--- src/rtl/xc_malu_issue.sv ---
// Issue/retire stage in front of the multi-cycle arithmetic unit (xc_malu).
// Optional watchdog abort is compiled in with XC_MALU_ISSUE_TIMEOUT_EN.
module xc_malu_issue #(
    parameter int unsigned RD_W           = 5,
    parameter int unsigned CYC_W          = 8,
    parameter int unsigned TIMEOUT_CYCLES = 127
) (
    input  logic             clock,
    input  logic             reset,
    input  logic             flush,
    input  logic             req_valid,
    output logic             req_ready,
    input  logic [3:0]       req_op,
    input  logic [4:0]       req_pw,
    input  logic [31:0]      req_rs1,
    input  logic [31:0]      req_rs2,
    input  logic [31:0]      req_rs3,
    input  logic [RD_W-1:0]  req_rd,
    output logic [31:0]      malu_rs1,
    output logic [31:0]      malu_rs2,
    output logic [31:0]      malu_rs3,
    output logic [13:0]      malu_uop,
    output logic [4:0]       malu_pw,
    output logic             malu_valid,
    output logic             malu_flush,
    input  logic [63:0]      malu_result,
    input  logic             malu_ready,
    output logic             rsp_valid,
    input  logic             rsp_ready,
    output logic [63:0]      rsp_result,
    output logic             rsp_wide,
    output logic [RD_W-1:0]  rsp_rd,
    output logic             rsp_illegal,
    output logic             rsp_error,
    output logic [CYC_W-1:0] rsp_cycles
);
    localparam int unsigned OP_W   = 4;
    localparam int unsigned UOP_W  = 14;
    localparam int unsigned PW_W   = 5;
    localparam int unsigned XLEN   = 32;
    localparam int unsigned RES_W  = 64;

    localparam logic [1:0] S_IDLE = 2'd0;
    localparam logic [1:0] S_BUSY = 2'd1;
    localparam logic [1:0] S_DONE = 2'd2;

    logic [1:0]       state, state_d;
    logic [CYC_W-1:0] cnt, cnt_d, cnt_inc;
    logic             abort, abort_d;
    logic             timeout_hit;

    logic [XLEN-1:0]  malu_rs1_d, malu_rs2_d, malu_rs3_d;
    logic [UOP_W-1:0] malu_uop_d;
    logic [PW_W-1:0]  malu_pw_d;
    logic             malu_valid_d;
    logic             rsp_valid_d, rsp_wide_d, rsp_illegal_d, rsp_error_d;
    logic [RES_W-1:0] rsp_result_d;
    logic [RD_W-1:0]  rsp_rd_d;
    logic [CYC_W-1:0] rsp_cycles_d;

    logic             op_legal;
    logic             op_wide;

    assign req_ready = (state == S_IDLE) && !flush;
    assign malu_flush = flush | abort;

    assign op_legal = (req_op <= OP_W'(13));
    assign op_wide  = (req_op >= OP_W'(10)) && (req_op <= OP_W'(13));

`ifndef XC_MALU_ISSUE_TIMEOUT_EN
    // The watchdog limit is only consulted when the watchdog is built in.
    logic unused_timeout;
    assign unused_timeout = ^TIMEOUT_CYCLES;
`endif

    // Next-state and next-output logic.
    always_comb begin
        state_d       = state;
        cnt_d         = cnt;
        abort_d       = 1'b0;
        malu_rs1_d    = malu_rs1;
        malu_rs2_d    = malu_rs2;
        malu_rs3_d    = malu_rs3;
        malu_uop_d    = malu_uop;
        malu_pw_d     = malu_pw;
        malu_valid_d  = malu_valid;
        rsp_valid_d   = rsp_valid;
        rsp_result_d  = rsp_result;
        rsp_wide_d    = rsp_wide;
        rsp_rd_d      = rsp_rd;
        rsp_illegal_d = rsp_illegal;
        rsp_error_d   = rsp_error;
        rsp_cycles_d  = rsp_cycles;

        cnt_inc     = (cnt == '1) ? cnt : cnt + CYC_W'(1);
        timeout_hit = 1'b0;
`ifdef XC_MALU_ISSUE_TIMEOUT_EN
        timeout_hit = (cnt_inc >= CYC_W'(TIMEOUT_CYCLES));
`endif

        if (flush) begin
            state_d       = S_IDLE;
            cnt_d         = '0;
            malu_rs1_d    = '0;
            malu_rs2_d    = '0;
            malu_rs3_d    = '0;
            malu_uop_d    = '0;
            malu_pw_d     = '0;
            malu_valid_d  = 1'b0;
            rsp_valid_d   = 1'b0;
            rsp_result_d  = '0;
            rsp_wide_d    = 1'b0;
            rsp_rd_d      = '0;
            rsp_illegal_d = 1'b0;
            rsp_error_d   = 1'b0;
            rsp_cycles_d  = '0;
        end else begin
            case (state)
                S_IDLE: begin
                    if (req_valid) begin
                        malu_pw_d     = req_pw;
                        rsp_rd_d      = req_rd;
                        rsp_wide_d    = op_wide;
                        rsp_error_d   = 1'b0;
                        rsp_illegal_d = !op_legal;
                        if (op_legal) begin
                            state_d      = S_BUSY;
                            cnt_d        = '0;
                            malu_valid_d = 1'b1;
                            malu_uop_d   = UOP_W'(1) << req_op;
                            malu_rs1_d   = req_rs1;
                            malu_rs2_d   = req_rs2;
                            malu_rs3_d   = req_rs3;
                        end else begin
                            // Illegal ops never reach the unit.
                            state_d      = S_DONE;
                            rsp_valid_d  = 1'b1;
                            rsp_result_d = '0;
                            rsp_cycles_d = '0;
                        end
                    end
                end
                S_BUSY: begin
                    cnt_d = cnt_inc;
                    if (malu_ready || timeout_hit) begin
                        state_d      = S_DONE;
                        rsp_valid_d  = 1'b1;
                        malu_valid_d = 1'b0;
                        malu_uop_d   = '0;
                        malu_rs1_d   = '0;
                        malu_rs2_d   = '0;
                        malu_rs3_d   = '0;
                        if (malu_ready) begin
                            rsp_result_d = malu_result;
                            rsp_cycles_d = cnt_inc;
                            rsp_error_d  = 1'b0;
                        end else begin
                            abort_d      = 1'b1;
                            rsp_result_d = '0;
                            rsp_cycles_d = CYC_W'(TIMEOUT_CYCLES);
                            rsp_error_d  = 1'b1;
                        end
                    end
                end
                S_DONE: begin
                    if (rsp_ready) begin
                        state_d     = S_IDLE;
                        rsp_valid_d = 1'b0;
                    end
                end
                default: begin
                    state_d = S_IDLE;
                end
            endcase
        end
    end

    // State and output registers.
    always_ff @(posedge clock) begin
        if (reset) begin
            state       <= S_IDLE;
            cnt         <= '0;
            abort       <= 1'b0;
            malu_rs1    <= '0;
            malu_rs2    <= '0;
            malu_rs3    <= '0;
            malu_uop    <= '0;
            malu_pw     <= '0;
            malu_valid  <= 1'b0;
            rsp_valid   <= 1'b0;
            rsp_result  <= '0;
            rsp_wide    <= 1'b0;
            rsp_rd      <= '0;
            rsp_illegal <= 1'b0;
            rsp_error   <= 1'b0;
            rsp_cycles  <= '0;
        end else begin
            state       <= state_d;
            cnt         <= cnt_d;
            abort       <= abort_d;
            malu_rs1    <= malu_rs1_d;
            malu_rs2    <= malu_rs2_d;
            malu_rs3    <= malu_rs3_d;
            malu_uop    <= malu_uop_d;
            malu_pw     <= malu_pw_d;
            malu_valid  <= malu_valid_d;
            rsp_valid   <= rsp_valid_d;
            rsp_result  <= rsp_result_d;
            rsp_wide    <= rsp_wide_d;
            rsp_rd      <= rsp_rd_d;
            rsp_illegal <= rsp_illegal_d;
            rsp_error   <= rsp_error_d;
            rsp_cycles  <= rsp_cycles_d;
        end
    end
endmodule

--- config.mk ---
export PLATFORM = sky130hd
export DESIGN_NAME = xc_malu_issue
export DESIGN_NICKNAME = d
export VERILOG_FILES = /design/src/rtl/xc_malu_issue.sv
export SDC_FILE = /design/constraint.sdc
export NUM_CORES = 1
export LEC_CHECK = 0
export ABC_AREA = 1
export CORE_AREA = 2 2 148 150
export CTS_CLUSTER_SIZE = 40
export DETAILED_ROUTE_END_ITERATION = 6
export DIE_AREA = 0 0 150 152
export HOLD_SLACK_MARGIN = 0.05
export PLACE_DENSITY = 0.78
export SLEW_MARGIN = 20
export SYNTH_ARGS = -nofsm -noshare
export SYNTH_HDL_FRONTEND = slang
export SYNTH_SLANG_ARGS = --single-unit
--- constraint.sdc ---
create_clock -name clock -period 1.9 [get_ports clock]
set_input_delay 0.285 -clock clock [delete_from_list [all_inputs] [get_ports clock]]
set_output_delay 0.285 -clock clock [all_outputs]
set_load 0.1 [all_outputs]
==> qor.yml <==
syn_area_um2: 8060
grt_pass1_vias: 7910
wl_per_cell_um: 14.0
clk_pin_slew_ps: 60
antenna_found_initial: 1
grt_overflow_total: 0
postCtsSetupBuffers: 0
track_usage_pct: 20.8
nFillCells: 1901
drt-met1-wl_um: 10000
clock-root-buffer: "clkbuf_16"
place_hpwl_um: 18600
drv_cap: 0
met2_length_um: 12200
grt_start_max_net_pins: 52
rrSetupSlack_ps: 150
gp_congestion: 0.823
yosysWarnings: 0
multi_input_area_um2: 3160
portBuffers: 377
grt_pass1_wl_um: 39400
nets: 1682
ant_nets: 0
period_needed_ps: 1780
dieHeight_um: 152
rsz0062_at_grt: "no"
path_class: "reg2out"
peakVddDrop_v: 0.000716
drc: 0
vias_per_cell: 4.62
report.final.slew_viol_count: 0
start_kind: "register"
start_util_pct: 37.7
max_freq_mhz: 562
num_vias: 8314
highest_layer: "met4"
cts_buffer_depth: 3
die_x_um: 150
synthesis.nets: 1293
status: "finished clean"
clk_latency_ps: 500
arrival_ps: 1490
cts_sinks: 206
core_um2: 21400
crit_fanout: 5
post-route-util_pct: 60.1
htree_levels: 1
cts_tree: "yes"
layout-drive-gt1-share_pct: 20.1
crit_chain: "inv_2, nand2_1, nor2_2, buf_12"
seq_area_um2: 4120
cpPeakStageDelay_ps: 370
skew_ps: 7.23
setup_viol: 0
numCtsBuffers: 23
wl_um: 25100
hold_viol_final: 0
cp-end-kind: "primary output"
critical_path_required_ps: 1620
ys_seq_area_share_pct: 51.2
p_leak_nw: 5.65
postCtsHoldBufs: 0
dr.pass1.iters: 5
drt_iter0_markers: 318
min_period_over_period_pct: 93.7
ys_types: 30
p_per_area_nw_per_um2: 916
die-area_um2: 22800
area_delta_synth_final_pct: 59.2
met3WireLength_um: 2210
fin_tns_setup_ps: 0
num_rows: 54
netlist_instances: 1112
worstHoldPathType: "in2reg"
avgSynthCellArea_um2: 7.25
ys_ff_latch: 206
cts_resized: 0
num_io_pins: 379
cp_slowest_cell: "dfxtp_1"
-- cell usage after synthesis --
library cell  number  area, um2
o211ai_1           2       15.0
o21ai_1            1       5.00
clkbuf_1          29        109
nand3b_1           1       7.51
inv_2              3       11.3
buf_6             12        135
nand2_4            1       11.3
nor3_1             3       15.0
inv_1             97        364
o211ai_2           1       12.5
a21oi_2            1       8.76
nor2_8             1       20.0
nand2_1          263        987
buf_4             10       75.1
ha_1               1       12.5
nor4_1             1       6.26
a21oi_1          130        651
nand4_1            6       37.5
conb_1             1       3.75
nor2_2             1       6.26
inv_4              1       6.26
nand3_1           18       90.1
buf_2             14       70.1
clkbuf_2           5       25.0
a21o_1             1       7.51
nor2_1           224        841
nor2_4             1       11.3
dfxtp_1          206       4120
nand3_2            1       10.0
o21ai_0           76        380
-- placed cells by master (no fill, tap or decap), types with 4 or more instances in the layout --
master | synthesis | final
buf_12 | 0 | 23
buf_4 | 10 | 232
clkdlybuf4s50_1 | 0 | 179
nand3_1 | 18 | 18
a21oi_1 | 130 | 130
nor2_1 | 224 | 223
dfxtp_1 | 206 | 206
bufinv_16 | 0 | 4
nand4_1 | 6 | 6
clkbuf_16 | 0 | 23
inv_1 | 97 | 97
o21ai_0 | 76 | 76
nand2_1 | 263 | 263
clkbuf_8 | 0 | 5
-- final timing paths --
| check | from | endpoint | cells past startpoint |
|---|---|---|---|
| setup / recovery | state[0] | req_ready | 4 |
| hold / removal | req_rs2[1] | malu_rs2[1] | 3 |
| setup reg to reg | state[0] | rsp_result[42] | 9 |
| hold reg to reg | malu_rs2[8] | malu_rs2[8] | 2 |
-- cell type report --
class,instances,share of cell area [%]
Sequential cell,206,32.1
Timing Repair Buffer,434,31.1
Multi-Input combinational cell,735,24.6
Clock buffer,31,5.11
Inverter,101,2.99
Tap cell,280,2.73
Clock inverter,10,1.26
Antenna cell,1,0.0195
-- power by group --
group          switching, mW  total (mW)  internal, mW
Sequential            0.0739        4.52          4.45
Combinational           1.61        2.45         0.844
Clock                   1.80        4.77          2.97
-- critical path: cells and delay by family (launching register included) --
| family | cells | cell delay (ps) |
|---|---|---|
| flops | 1 | 370 |
| buf+inv | 2 | 350 |
| simple gates | 2 | 270 |
-- registers in the layout, summed over array words and instances (netlist names) --
name and cells:
malu_valid 1, malu_rs1 32, malu_rs2 32, state 2
rsp_result 64, malu_pw 5, rsp_valid 1, rsp_wide 1
rsp_cycles 8, rsp_rd 5, cnt 8, malu_uop 14
rsp_illegal 1, malu_rs3 32
-- stage by stage --
stage | hold WS (ps) | total power, mW | setup WS [ps] | cells | area, um2
2_1_floorplan | 432 | 6.17 | 272 | 1112 | 8060
3_3_place_gp | 447 | 7.06 | 60.2 | 1756 | 12000
3_5_place_dp | 451 | 7.07 | -1.95 | 1756 | 12000
4_1_cts | 310 | 11.9 | 73.8 | 1797 | 12800
5_1_grt | 331 | 12.2 | 9.65 | 1798 | 12800
6_report | 338 | 11.7 | 121 | 1798 | 12800
-- metal layers --
metal | vias up | track usage, %
li1 | 4246 | -
met1 | 3724 | 24.7
met2 | 295 | 36.4
met3 | 49 | 5.92
met4 | 0 | 6.20
met5 | - | 0
-- cells by family after synthesis --
group	share of synthesized area, %
compound gates	13.4
flops	51.2
buf+inv	9.87
other cells	0.0465
fa+ha+maj	0.155
simple gates	25.4
No activity file was read; power rests on OpenSTA's default activity.
